`config.mk`:
```
export PLATFORM = sky130hd
export DESIGN_NAME = data_packer
export DESIGN_NICKNAME = d
export VERILOG_FILES = /design/src/rtl/data_packer.sv
export SDC_FILE = /design/constraint.sdc
export NUM_CORES = 2
export LEC_CHECK = 0
export BUFFER_PORTS_ARGS = -buffer_cell sky130_fd_sc_hd__buf_2
export CORE_AREA = 5 5 374 376
export DETAILED_ROUTE_END_ITERATION = 10
export DIE_AREA = 0 0 379 381
export SYNTH_ARGS = -nofsm -noshare
export SYNTH_HDL_FRONTEND = slang
export SYNTH_SLANG_ARGS = --single-unit
```
`constraint.sdc`:
```
create_clock -name clk -period 4 [get_ports clk]
set_clock_uncertainty 0.15 [all_clocks]
set_input_delay 0.4 -clock clk [delete_from_list [all_inputs] [get_ports clk]]
set_output_delay 0.4 -clock clk [all_outputs]
set_load 0.01 [all_outputs]
```
`src/rtl/data_packer.sv`:
```
// Packs a configurable header, a stream of payload words and a metadata field
// into one wide frame: frame = {metadata, payload, header}.
module data_packer #(
  parameter int unsigned FRAME_W = 512,
  parameter int unsigned META_W  = 128,
  parameter int unsigned WORD_W  = 32
) (
  input  logic               clk,
  input  logic               rst_n,
  input  logic               cfg_valid,
  output logic               cfg_ready,
  input  logic [7:0]         header_length,
  input  logic [255:0]       header,
  input  logic [META_W-1:0]  metadata,
  input  logic               in_valid,
  output logic               in_ready,
  input  logic [WORD_W-1:0]  in_data,
  input  logic               in_last,
  output logic               frame_valid,
  input  logic               frame_ready,
  output logic [FRAME_W-1:0] frame,
  output logic [9:0]         data_size,
  output logic               ovf,
  output logic               cfg_err
);

  localparam int unsigned PAY_TOP = FRAME_W - META_W;
  localparam int unsigned PTR_W   = 10;
  localparam logic [PTR_W-1:0] PTR_MAX = '1;

  typedef enum logic [1:0] {IDLE, FILL, OUT} state_t;

  state_t           state;
  logic [7:0]       hl_q;
  logic [PTR_W-1:0] wr_ptr;

  logic [PAY_TOP-1:0] hdr_mask;
  logic [PAY_TOP-1:0] word_mask;
  logic [PAY_TOP-1:0] word_bits;
  logic [10:0]        bit_pos;
  logic [11:0]        word_end;
  logic [10:0]        ptr_sum;
  logic               word_trunc;

  // Word placement: shifting into a PAY_TOP-wide vector drops any bits that
  // would spill into the metadata field.
  always_comb begin
    hdr_mask   = ~({PAY_TOP{1'b1}} << header_length);
    bit_pos    = 11'(hl_q) + 11'(wr_ptr);
    word_mask  = PAY_TOP'({WORD_W{1'b1}}) << bit_pos;
    word_bits  = PAY_TOP'(in_data) << bit_pos;
    word_end   = 12'(bit_pos) + 12'(WORD_W);
    word_trunc = word_end > 12'(PAY_TOP);
    ptr_sum    = 11'(wr_ptr) + 11'(WORD_W);
  end

  always_ff @(posedge clk) begin
    if (!rst_n) begin
      state       <= IDLE;
      hl_q        <= '0;
      wr_ptr      <= '0;
      frame       <= '0;
      data_size   <= '0;
      ovf         <= 1'b0;
      cfg_err     <= 1'b0;
      frame_valid <= 1'b0;
      in_ready    <= 1'b0;
      cfg_ready   <= 1'b0;
    end else begin
      cfg_err <= 1'b0;
      unique case (state)
        IDLE: begin
          cfg_ready <= 1'b1;
          if (cfg_valid && cfg_ready) begin
            if (header_length == 8'd0) begin
              cfg_err <= 1'b1;
            end else begin
              hl_q      <= header_length;
              data_size <= 10'(PAY_TOP) - 10'(header_length);
              frame     <= {metadata, PAY_TOP'(header) & hdr_mask};
              wr_ptr    <= '0;
              ovf       <= 1'b0;
              state     <= FILL;
              cfg_ready <= 1'b0;
              in_ready  <= 1'b1;
            end
          end
        end
        FILL: begin
          if (in_valid && in_ready) begin
            frame[PAY_TOP-1:0] <= (frame[PAY_TOP-1:0] & ~word_mask) | word_bits;
            if (wr_ptr >= data_size || word_trunc) ovf <= 1'b1;
            wr_ptr <= (ptr_sum > 11'(PTR_MAX)) ? PTR_MAX : PTR_W'(ptr_sum);
            if (in_last) begin
              state       <= OUT;
              in_ready    <= 1'b0;
              frame_valid <= 1'b1;
            end
          end
        end
        OUT: begin
          // cfg_ready comes back only after the frame handshake edge
          if (frame_valid && frame_ready) begin
            state       <= IDLE;
            frame_valid <= 1'b0;
            cfg_ready   <= 1'b1;
          end
        end
        default: state <= IDLE;
      endcase
    end
  end

endmodule

```
==> results.json <==
{
  "path_clk_slew_ns": 0.06,
  "yosys_most_used_dff": "dfxtp_1",
  "final_cell_mix": "952 x buf_2, 742 x nand2_1, 705 x buf_4",
  "ys_types": 118,
  "drv_cap": 0,
  "wl_met1_mm": 112.1,
  "synth_cells": 4644,
  "start_util_pct": 25.26,
  "met3_length_mm": 42.25,
  "path_class": "reg2reg",
  "cts.sinks": 541,
  "min_path_cells": 5,
  "status": "completed",
  "wl_met2_mm": 133.7,
  "max_slew_margin_pct": 2.983,
  "pre_cts_ws_ns": -0.3045,
  "yosys_register_bits": 541,
  "p_per_area_nw_per_um2": 433.9,
  "vias_per_cell": 6.207,
  "startpoint_type": "flip-flop",
  "r2r_cells": 13,
  "dr.pass1.iters": 9,
  "portBuffers": 954,
  "end_kind": "flip-flop",
  "tritoncts": "done",
  "grt_max_degree": 145,
  "die-area_um2": 144400,
  "multi_input_comb_area_um2": 21960,
  "ff_latch_area_um2": 10830,
  "synthesis.nets": 5099,
  "core_um2": 136500,
  "cts_max_path_buffers": 3,
  "drc": 0,
  "critPathMaxFanout": 15,
  "dp_cells": 7733,
  "setup_viol": 0,
  "cts_root_buffer": "clkbuf_16",
  "area_delta_synth_final_pct": 51.95,
  "finish.utilization_pct": 38.38,
  "grt_pass1_vias": 46913,
  "ioPinCount": 957,
  "insertion_delay_ns": 0.69,
  "vias": 50514,
  "worst_pin_slew_ns": 1.455,
  "die_x_um": 379,
  "hp-class": "in2reg",
  "yosysWarningCount": 0,
  "detail_route.wl_per_cell_um": 39.35,
  "rsz0062_at_grt": "true",
  "avgSynthCellArea_um2": 7.423,
  "antenna_found_initial": 72,
  "report.final.slew_viol_count": 0,
  "dpl.hpwl_mm": 249.7,
  "p_leak_nw": 21.65,
  "htreeDepth": 3,
  "die_h_um": 381,
  "synth_edf_count": 0,
  "cp-startpoint": "hl_q[0]",
  "whs_ns": 0.02244,
  "yosysSeqAreaShare_pct": 31.42,
  "instances_no_fill": 8138,
  "finalCritPeriodShare_pct": 99.89,
  "grt-ovfl-total": 0,
  "r2r-start": "hl_q[0]",
  "synthArstFlopShare_pct": 0,
  "drtIter0Drc": 7656,
  "cts-buffers-inserted": 70,
  "hold_viol": 0,
  "setup_tns_ns": 0,
  "num_rows": 136,
  "fmax_mhz": 250.3,
  "routed.top_layer": "met5",
  "fin_nets": 6714,
  "min_from": "header[56]",
  "drive_gt1_share_pct": 33.54,
  "stdcell_area_um2": 52380,
  "place_area_um2": 47040,
  "grt_pass1_wl_mm": 419.3,
  "ir_drop_v": 0.0003217,
  "ant_nets": 0,
  "fin_ws_ns": 0.004476,
  "nFillCells": 14446,
  "final_common_cell": "buf_2",
  "period_minus_slack_ns": 3.996,
  "cp.required_ns": 4.42,
  "syn-cell-area_um2": 34470,
  "grt.total_usage_pct": 41.99,
  "total_power_mw": 22.73,
  "crit_arrival_ns": 4.42,
  "wirelength_mm": 320.2,
  "place.gp.congestion": 1.034
}
==> cell families (layout without fill, tap and decap cells) <==
kind of cell	count (synthesis)	count (layout)	synth area share, %
buffers and inverters	515	2180	6.558
and+or+nand+nor	1569	1569	20.63
adders and majority gates	26	26	0.9582
DFF	541	541	31.42
other	1	36	0.01088
AOI/OAI and AO/OA	1865	1865	35.16
muxes	100	100	4.584
xor gates and xnor gates	27	27	0.6859
==> synthesized netlist by cell type, drive strengths merged (31+ instances only) <==
cell type / count / area share, %
o21ai: 407 / 5.9
nand2: 750 / 8.2
nor3: 95 / 1.5
inv: 47 / 0.51
o21a: 42 / 0.91
o221ai: 37 / 0.96
o22ai: 31 / 0.64
a221oi: 57 / 1.5
clkbuf: 298 / 3.2
nand3: 242 / 3.6
nor2: 257 / 2.9
a21oi: 584 / 8.5
nand2b: 52 / 0.94
a211oi: 41 / 0.99
o211ai: 230 / 5.0
dfxtp: 541 / 31
and3: 31 / 0.56
mux2i: 52 / 1.5
mux4: 39 / 2.7
a31oi: 95 / 1.7
a311oi: 58 / 1.5
buf: 170 / 2.8
==> area by class of cell <==
cell class / instances / share of cell area [%]
diodes: 35 / 0.1672
clock buffers: 105 / 3.979
clock inverters: 17 / 0.3869
inverters: 47 / 0.3511
multi-input cells: 3588 / 41.91
flip-flops and latches: 541 / 20.68
well taps: 1794 / 4.285
repair buffers: 2011 / 28.24
==> sequential cells by signal (all words and copies together), names as in the netlist <==
signal       count
data_size        8
frame          512
frame_valid      1
hl_q             8
wr_ptr           6
cfg_err          1
ovf              1
state            2
in_ready         1
cfg_ready        1
==> path summary, 6_finish.rpt <==
| check | endpoint | slack, ns |
|---|---|---|
| hold reg to reg | frame[418] | 0.30 |
| setup / recovery | frame[240] | 0.004 |
| setup reg to reg | frame[240] | 0.004 |
| hold / removal | frame[56] | 0.02 |
==> power by group <==
part | switching [mW] | total, mW | internal (mW)
Combinational | 6.42 | 9.80 | 3.37
Sequential | 0.447 | 6.29 | 5.84
Clock | 2.90 | 6.65 | 3.75
==> metal layers <==
metal	vias to the layer above	track usage [%]
li1	20607	-
met1	24468	48.40
met2	4244	62.31
met3	1167	16.48
met4	28	31.95
met5	-	0
==> worst max-delay path: stages, from the launching register on <==
cell	delay, ns
dfxtp_2	0.32
ha_2	0.19
fa_2	0.59
buf_12	0.16
buf_4	0.30
mux2i_1	0.44
a311oi_4	0.18
buf_12	0.17
o21a_1	0.19
a311oi_4	0.33
buf_6	0.22
buf_4	0.16
nor2_1	0.04
a2111oi_1	0.41
==> what timing repair did <==
| action | CTS | global route |
|---|---|---|
| gates cloned | 0 | 1 |
| pin swaps | 4 | 16 |
| hold buffers | 219 | 0 |
| resized for setup | 46 | 84 |
| setup buffers | 11 | 16 |
| setup endpoints to repair | 139 | 216 |
| endpoints found under the hold margin | 219 | 0 |
No activity file was read; power rests on OpenSTA's default activity.
